<file path="src/rtl/imem_loader_pkg.sv">
// Shared constants and state encoding for the
// boot loader and the writable instruction RAM.
package imem_loader_pkg;

  localparam int DEPTH_DEF = 32;
  localparam int AW_DEF    = 5;

  typedef enum logic [2:0] {
    IDLE,
    HDR,
    DATA,
    CSUM,
    DONE,
    ERR
  } ldState_t;

endpackage

</file>
<file path="src/rtl/imem_word_asm.sv">
// Little-endian byte-to-word assembler shared by
// the data and checksum phases of the loader.
module imem_word_asm
  import imem_loader_pkg::*;
(
  input  logic        clk,
  input  logic        rst_n,
  input  logic        clr,
  input  logic        shiftEn,
  input  logic [7:0]  byteIn,
  output logic [31:0] nextWord,
  output logic        wordDone
);

  logic [1:0]  byteCnt;
  logic [31:0] shiftReg;

  // LSB first: each new byte enters at the top and slides down.
  assign nextWord = {byteIn, shiftReg[31:8]};
  assign wordDone = shiftEn & (byteCnt == 2'd3);

  // Byte counter and shift register advance on each accepted byte.
  always_ff @(posedge clk or negedge rst_n) begin
    if (!rst_n) begin
      byteCnt  <= '0;
      shiftReg <= '0;
    end else if (clr) begin
      byteCnt  <= '0;
      shiftReg <= '0;
    end else if (shiftEn) begin
      byteCnt  <= byteCnt + 2'd1;
      shiftReg <= nextWord;
    end
  end

endmodule

</file>
<file path="src/rtl/imem_loader.sv">
// Framed byte-stream boot loader: writes the program
// into instruction RAM and releases the CPU on a good checksum.
module imem_loader
  import imem_loader_pkg::*;
#(
  parameter int DEPTH = DEPTH_DEF,
  parameter int AW    = AW_DEF
) (
  input  logic          clk,
  input  logic          rst_n,
  input  logic          start,
  input  logic          in_valid,
  input  logic [7:0]    in_data,
  output logic          in_ready,
  output logic          imem_we,
  output logic [AW-1:0] imem_waddr,
  output logic [31:0]   imem_wdata,
  output logic          busy,
  output logic          done,
  output logic          err,
  output logic          cpu_rst_n,
  output logic [AW:0]   words_loaded
);

  localparam logic [AW:0] ONE      = 1;
  localparam logic [8:0]  DEPTH_W9 = 9'(DEPTH);

  ldState_t    state;
  logic [AW:0] nWords;
  logic [31:0] xorAcc;
  logic [31:0] nextWord;
  logic        wordDone;
  logic        accept;
  logic        asmEn;
  logic        startHit;
  logic [AW:0] wordsNext;

  assign accept    = in_valid & in_ready;
  assign asmEn     = accept & ((state == DATA) | (state == CSUM));
  assign startHit  = start & ((state == IDLE) | (state == DONE) | (state == ERR));
  assign wordsNext = words_loaded + ONE;

  imem_word_asm uAsm (
    .clk      (clk),
    .rst_n    (rst_n),
    .clr      (startHit),
    .shiftEn  (asmEn),
    .byteIn   (in_data),
    .nextWord (nextWord),
    .wordDone (wordDone)
  );

  // Load sequencer: header, data words, checksum, with registered outputs.
  always_ff @(posedge clk or negedge rst_n) begin
    if (!rst_n) begin
      state        <= IDLE;
      in_ready     <= 1'b0;
      imem_we      <= 1'b0;
      imem_waddr   <= '0;
      imem_wdata   <= '0;
      busy         <= 1'b0;
      done         <= 1'b0;
      err          <= 1'b0;
      cpu_rst_n    <= 1'b0;
      words_loaded <= '0;
      nWords       <= '0;
      xorAcc       <= '0;
    end else begin
      imem_we <= 1'b0;
      unique case (state)
        IDLE, DONE, ERR: begin
          if (start) begin
            state        <= HDR;
            in_ready     <= 1'b1;
            busy         <= 1'b1;
            done         <= 1'b0;
            err          <= 1'b0;
            cpu_rst_n    <= 1'b0;
            words_loaded <= '0;
            xorAcc       <= '0;
          end
        end
        HDR: begin
          if (accept) begin
            if ({1'b0, in_data} > DEPTH_W9) begin
              state    <= ERR;
              in_ready <= 1'b0;
              busy     <= 1'b0;
              err      <= 1'b1;
            end else if (in_data == 8'd0) begin
              state <= CSUM;
            end else begin
              nWords <= (AW+1)'(in_data);
              state  <= DATA;
            end
          end
        end
        DATA: begin
          if (wordDone) begin
            imem_we      <= 1'b1;
            imem_waddr   <= words_loaded[AW-1:0];
            imem_wdata   <= nextWord;
            xorAcc       <= xorAcc ^ nextWord;
            words_loaded <= wordsNext;
            if (wordsNext == nWords) state <= CSUM;
          end
        end
        CSUM: begin
          if (wordDone) begin
            in_ready <= 1'b0;
            busy     <= 1'b0;
            if (nextWord == xorAcc) begin
              state     <= DONE;
              done      <= 1'b1;
              cpu_rst_n <= 1'b1;
            end else begin
              state <= ERR;
              err   <= 1'b1;
            end
          end
        end
        default: begin
          state    <= IDLE;
          in_ready <= 1'b0;
          busy     <= 1'b0;
        end
      endcase
    end
  end

endmodule
</file>
<file path="config.mk">
export PLATFORM = sky130hd
export DESIGN_NAME = imem_loader
export DESIGN_NICKNAME = d
export VERILOG_FILES = /design/src/rtl/imem_loader_pkg.sv /design/src/rtl/imem_word_asm.sv /design/src/rtl/imem_loader.sv
export SDC_FILE = /design/constraint.sdc
export NUM_CORES = 1
export LEC_CHECK = 0
export CORE_ASPECT_RATIO = 0.6
export CORE_MARGIN = 4
export CORE_UTILIZATION = 30
export CTS_BUF_LIST = sky130_fd_sc_hd__clkbuf_8 sky130_fd_sc_hd__clkbuf_16
export DETAILED_ROUTE_END_ITERATION = 8
export PLACE_DENSITY = 0.53
export SLEW_MARGIN = 15
export SYNTH_ARGS = -nofsm -noshare
export SYNTH_HDL_FRONTEND = slang
export SYNTH_SLANG_ARGS = --single-unit
</file>
<file path="constraint.sdc">
create_clock -name clk -period 4.8 [get_ports clk]
set_clock_uncertainty 0.1 [all_clocks]
set_input_delay 0.96 -clock clk [delete_from_list [all_inputs] [get_ports clk]]
set_output_delay 0.96 -clock clk [all_outputs]
set_load 0.1 [all_outputs]
</file>
==> impl_metrics.env, run 1 <==
export IMPL_outcome="complete, no violations"
export IMPL_grt_overflow_total=0
export IMPL_yosysMostFrequentCell="nand2_1"
export IMPL_n_antenna_cell=0
export IMPL_synth_mux_area_share_pct=1.50
export IMPL_fin_ws_ns=1.52
export IMPL_post_route_util_pct=40.0
export IMPL_yosys_register_bits=114
export IMPL_cp_start_kind="input pin"
export IMPL_synth_top_family_by_area="simple AND/OR/NAND/NOR gates"
export IMPL_start_util_pct=31.2
export IMPL_synth_area_um2=5160
export IMPL_num_io_pins=61
export IMPL_combPwrFrac_pct=15.6
export IMPL_seqPwrFrac_pct=37.5
export IMPL_synth_common_cells="nand2_1, dfrtp_1, o21ai_0"
export IMPL_synthAdderAreaFrac_pct=0.485
export IMPL_period_share_pct=68.3
export IMPL_fillers=1626
export IMPL_dieArea_um2=19400
export IMPL_setup_viol=0
export IMPL_yosys_most_used_dff="dfrtp_1"
export IMPL_drtAntennaViolNets=0
export IMPL_cts_repair_resized=0
export IMPL_synth_async_reset_ratio_pct=100
export IMPL_first_pass_iters=7
export IMPL_worstSetupEndpointType="flop"
export IMPL_critical_path_startpoint="in_data[1]"
export IMPL_rows=36
export IMPL_ctsHoldBuffers=0
export IMPL_yosys_area_top_type="dfrtp_1"
export IMPL_required_ns=4.99
export IMPL_die_h_um=110
export IMPL_dp_slack_ns=1.13
export IMPL_post_synth_num_cell_types=37
export IMPL_synth_top_area_share_pct=55.3
export IMPL_numPortBuffers=60
export IMPL_clock_fmax_mhz=305
export IMPL_switching_share_pct=28.8
export IMPL_drive_gt1_share_pct=7.37
export IMPL_area_growth_pct=28.1
export IMPL_synth_edf_count=0
export IMPL_rsz0062_at_grt="false"
export IMPL_synth_simple_gate_area_share_pct=19.8
export IMPL_cp_slowest_cell="or4_1"
export IMPL_leakagePower_nw=3.25
export IMPL_syn_num_nets=583
export IMPL_vias=4304
export IMPL_gp_congestion=0.883
export IMPL_regToRegStartpoint="state[2]"
export IMPL_p_switching_w=0.000831
export IMPL_core_area_um2=16500
export IMPL_crit_type="input pin to flop"
export IMPL_ir_drop_mv=0.195
export IMPL_drv_cap=0
export IMPL_cp_buffers_inverters=1
export IMPL_dp_hpwl_mm=9.22
export IMPL_timing_critical_path_fanout_max=6
export IMPL_ys_seq_area_share_pct=55.3
export IMPL_cts_tree="built"
export IMPL_path_cells="clkdlybuf4s50_1 -> or4_1 -> o21ai_0 -> nand3_1 -> nor2_1 -> mux2_2"
export IMPL_grt_pass1_wl_mm=23.3
export IMPL_viasPerCell=4.97
export IMPL_antenna_found_initial=0
export IMPL_clockBufferDepth=2
export IMPL_clk_latency_ns=0.42
export IMPL_tightest_slew_ns=0.987
export IMPL_root_buffer="clkbuf_16"
export IMPL_cpPeakStageDelay_ns=0.61
export IMPL_hold_viol=0
export IMPL_hold_class="flop to flop"
export IMPL_synthesis_instances=569
export IMPL_drt_iter0_markers=410
export IMPL_path_clk_slew_ns=0.05
export IMPL_drc_errors=0
export IMPL_wl_mm=14.1
export IMPL_synth_area_top_cells="dfrtp_1, nand2_1, o21ai_0"
export IMPL_wl_per_cell_um=16.3
export IMPL_power_density_nw_per_um2=437
export IMPL_synth_compound_area_share_pct=12.8
export IMPL_slew_viol_final=0
export IMPL_die_x_um=177
export IMPL_cts_buffers=17
export IMPL_post_cts_setup_buffer_count=0
export IMPL_clock_sinks=114
export IMPL_p_clk_share_pct=46.9
export IMPL_h_tree_depth=4
export IMPL_nNetsFinal=639
export IMPL_min_period_ns=3.28
export IMPL_synth_avg_cell_area_um2=9.06
export IMPL_critPathTopFamily="simple AND/OR/NAND/NOR gates"
export IMPL_groute_usage_overall_pct=15.4
export IMPL_hold_path_startpoint="imem_wdata[13]"
export IMPL_grt_pass1_vias=4254
export IMPL_grt_max_degree=79
export IMPL_power_internal_w=0.00206
export IMPL_arrival_ns=3.47
export IMPL_yosys_warnings=0
export IMPL_final_setup_tns_ns=0
export IMPL_slew_headroom_pct=34.0
export IMPL_synth_xor_area_share_pct=7.06
==> logic make-up (layout without fill, tap and decap cells) <==
family	Yosys count	in the layout
AOI/OAI and AO/OA	121	121
xor gates and xnor gates	40	40
adders and majority gates	2	2
buffers and inverters	38	107
DFF	114	114
muxes	7	7
and+or+nand+nor	247	247
==> metal layers <==
metal | part of all wire, % | wire (um) | track usage [%] | vias up
li1 | - | - | - | 2018
met1 | 51 | 7190 | 23.1 | 2120
met2 | 42 | 5890 | 21.9 | 154
met3 | 6.5 | 919 | 4.05 | 12
met4 | 0.79 | 112 | 4.52 | 0
met5 | 0 | 0 | 0 | -
==> registers in the layout, indices dropped and copies added (netlist names) <==
signal,cells
busy,1
cpu_rst_n,1
err,1
imem_waddr,5
imem_wdata,32
imem_we,1
nWords,6
state,3
uAsm.byteCnt,2
uAsm.shiftReg,24
words_loaded,6
xorAcc,32
==> worst reg2reg max path, cell delays in order, from the launching register on <==
cell      delay [ns]
dfrtp_1         0.47
and4b_1         0.29
buf_4           0.33
o211ai_1        0.15
or4_1           0.55
o2111a_1        0.29
o41ai_2         0.37
==> area by class of cell <==
| class | count | area (um^2) | share of cell area (%) |
|---|---|---|---|
| Clock inverter | 12 | 163 | 2.46 |
| Clock buffer | 20 | 467 | 7.06 |
| Inverter | 7 | 26.3 | 0.398 |
| Tap cell | 228 | 285 | 4.32 |
| Sequential cell | 114 | 2850 | 43.2 |
| Multi-Input combinational cell | 417 | 2150 | 32.6 |
| Timing Repair Buffer | 68 | 658 | 9.96 |
==> stage by stage <==
step,instance area (um^2),hold slack [ns],instances,total power [W]
2_1_floorplan,5160,0.370,569,0.00140
3_3_place_gp,5980,0.367,834,0.00154
3_5_place_dp,5980,0.363,834,0.00155
4_1_cts,6610,0.382,866,0.00291
5_1_grt,6610,0.401,866,0.00300
6_report,6610,0.377,866,0.00289
==> placed cells by master, fill, tap and decap left out, types with 5 or more instances in the layout <==
cell type,count
xnor2_1,5
clkdlybuf4s50_1,59
mux2_2,6
nor2_1,39
nand2_1,169
buf_4,9
clkbuf_16,17
o21ai_0,78
inv_1,9
nor4_1,8
a21oi_1,30
dfrtp_1,114
nand3_1,7
xor2_1,34
==> worst paths after layout <==
path                                   end  slack [ns]  cells past startpoint
max                              nWords[0]        1.52                      6
min                         imem_wdata[13]        0.38                      2
max reg2reg                            err        2.13                      6
min reg2reg                 imem_wdata[13]        0.38                      2
max in group asynchronous        nWords[1]        3.13                      2
min in group asynchronous  words_loaded[2]        0.54                      1
==> power by group through the flow <==
stage	combinational [W]	clock (W)	sequential [W]
2_1_floorplan	0.000271	0	0.00112
3_3_place_gp	0.000446	0	0.00110
3_5_place_dp	0.000449	0	0.00110
4_1_cts	0.000451	0.00138	0.00108
5_1_grt	0.000493	0.00141	0.00109
6_report	0.000450	0.00135	0.00108
Power figures use the tool's default switching activity.
==> run 2, diff against run 1 <==
Settings changed: PLACE_DENSITY 0.53 to 0.55.
Clock period 4.8 ns to 2.75 ns, I/O delays scaled along.
==> run 2 against run 1 <==
  * Core utilization decreased by 0.23 points
  * Flip-flop and latch count unchanged
  * First-iteration DRC count increased by 3.7%
  * Critical path type unchanged
  * Largest power group unchanged
  * Highest routed layer unchanged
==> impl_metrics.env, run 2 (synthesized netlist as in run 1, its figures left out) <==
export IMPL_hold_viol=0
export IMPL_gp_congestion=0.889
export IMPL_clk_latency_ns=0.41
export IMPL_worstSetupEndpointType="flop"
export IMPL_multi_input_area_um2=2150
export IMPL_r2r_cells=6
export IMPL_numPortBuffers=60
export IMPL_crit_type="input pin to flop"
export IMPL_wl_per_cell_um=16.6
export IMPL_grt_max_degree=79
export IMPL_regArea_um2=2860
export IMPL_slew_viol_final=0
export IMPL_clockBufferDepth=2
export IMPL_postLayoutCellArea_um2=6570
export IMPL_antenna_found_initial=0
export IMPL_die_x_um=177
export IMPL_viasPerCell=4.93
export IMPL_dp_hpwl_mm=9.99
export IMPL_finalPower_w=0.00482
export IMPL_setup_viol=0
export IMPL_rsz0062_at_grt="false"
export IMPL_n_antenna_cell=0
export IMPL_layout_commonest_cell="nand2_1"
export IMPL_fillers=1620
export IMPL_met2_length_mm=6.19
export IMPL_critical_path_startpoint="in_data[3]"
export IMPL_fin_ws_ns=0.290
export IMPL_arrival_ns=2.66
export IMPL_grt_overflow_total=0
export IMPL_clock_fmax_mhz=407
export IMPL_placed_cell_area_um2=5990
export IMPL_final_setup_tns_ns=0
export IMPL_drive_gt1_share_pct=17.2
export IMPL_post_cts_setup_buffer_count=0
export IMPL_leakagePower_nw=3.39
export IMPL_wl_mm=14.6
export IMPL_clock_sinks=114
export IMPL_num_io_pins=61
export IMPL_tightest_slew_ns=0.863
export IMPL_cts_repair_resized=0
export IMPL_root_buffer="clkbuf_16"
export IMPL_nNetsFinal=653
export IMPL_timing_critical_path_fanout_max=6
export IMPL_regToRegStartpoint="words_loaded[0]"
export IMPL_grt_pass1_wl_mm=23.9
export IMPL_path_clk_slew_ns=0.06
export IMPL_regToRegSetupSlack_ns=0.31
export IMPL_mostFrequentLayoutCells="nand2_1, dfrtp_1, o21ai_0"
export IMPL_ctsHoldBuffers=1
export IMPL_hold_path_startpoint="imem_wdata[0]"
export IMPL_period_share_pct=89.4
export IMPL_power_density_nw_per_um2=734
export IMPL_drv_cap=0
export IMPL_rows=36
export IMPL_grt_pass1_vias=4310
export IMPL_first_pass_iters=5
export IMPL_cp_start_kind="input pin"
export IMPL_die_h_um=110
export IMPL_slew_headroom_pct=42.3
export IMPL_reg_largest_list="imem_wdata x32, xorAcc x32, uAsm.shiftReg x24"
export IMPL_h_tree_depth=4
export IMPL_met3_wirelength_um=993
export IMPL_ir_drop_mv=0.383
export IMPL_dp_slack_ns=-0.120
export IMPL_drt_iter0_markers=425
export IMPL_vias=4331
export IMPL_outcome="complete, no violations"
export IMPL_hold_class="flop to flop"
export IMPL_drc_errors=0
export IMPL_required_ns=2.95
export IMPL_crit_end="nWords[2]"
export IMPL_start_util_pct=31.2
export IMPL_area_growth_pct=27.4
export IMPL_cts_tree="built"
export IMPL_met1_length_mm=7.29
export IMPL_groute_usage_overall_pct=15.9
export IMPL_dieArea_um2=19400
export IMPL_cts_buffers=17
export IMPL_drtAntennaViolNets=0
export IMPL_core_area_um2=16500
export IMPL_top_layer="met4"
export IMPL_worstReg2RegEnd="err"
export IMPL_min_period_ns=2.46
[run 2: cell types whose count changed in the layout (fill, tap and decap cells not counted)]
cell / delta
buf_4: +59
clkdlybuf4s50_1: -49
buf_12: +3
bufinv_16: -3
dfrtp_1: -3
dfrtp_2: +3
clkbuf_8: +1
clkinv_4: +1
clkinvlp_4: +1
dlygate4sd3_1: +1
inv_1: -1
[run 2: final cells by class]
| cell class | instances | area share (%) |
|---|---|---|
| clock buffer | 21 | 7.31 |
| sequential | 114 | 43.5 |
| inverter | 7 | 0.400 |
| tap | 228 | 4.34 |
| timing repair buffer | 82 | 10.4 |
| multi-input combinational | 417 | 32.8 |
| clock inverter | 10 | 1.30 |
[run 2: critical path, cell delays in order]
cell	delay (ns)
clkdlybuf4s50_1	0.52
or4_1	0.58
o21ai_0	0.26
nand3_1	0.13
nor2_1	0.11
buf_4	0.16
mux2_2	0.34
[run 2: metal layers]
layer  global-route usage [%]  vias up
li1                         -     2048
met1                     23.1     2113
met2                     22.9      149
met3                     4.67       21
met4                     4.74        0
met5                        0        -
[run 2: power by group]
| group | total, W | switching (W) | internal [W] |
|---|---|---|---|
| sequential | 0.00189 | 0.000121 | 0.00177 |
| combinational | 0.000838 | 0.000563 | 0.000275 |
| clock | 0.00210 | 0.000774 | 0.00132 |
[run 2: metrics by stage]
| stage | std cells | utilization (%) | hold slack (ns) |
|---|---|---|---|
| final | 879 | 39.7 | 0.376 |
| after global routing | 879 | 39.7 | 0.393 |
| after CTS | 879 | 39.7 | 0.380 |
| after detailed placement | 847 | 36.3 | 0.366 |
| after global placement | 847 | 36.3 | 0.364 |
| after floorplan | 569 | - | 0.154 |
[run 2: worst min path at each step]
stage / cells after the start / to / slack [ns]
2_1_floorplan: 0 / busy / 0.15
3_3_place_gp: 2 / imem_waddr[1] / 0.36
3_5_place_dp: 2 / imem_wdata[17] / 0.37
4_1_cts: 2 / imem_wdata[23] / 0.38
5_1_grt: 2 / imem_wdata[5] / 0.39
6_report: 2 / imem_wdata[0] / 0.38
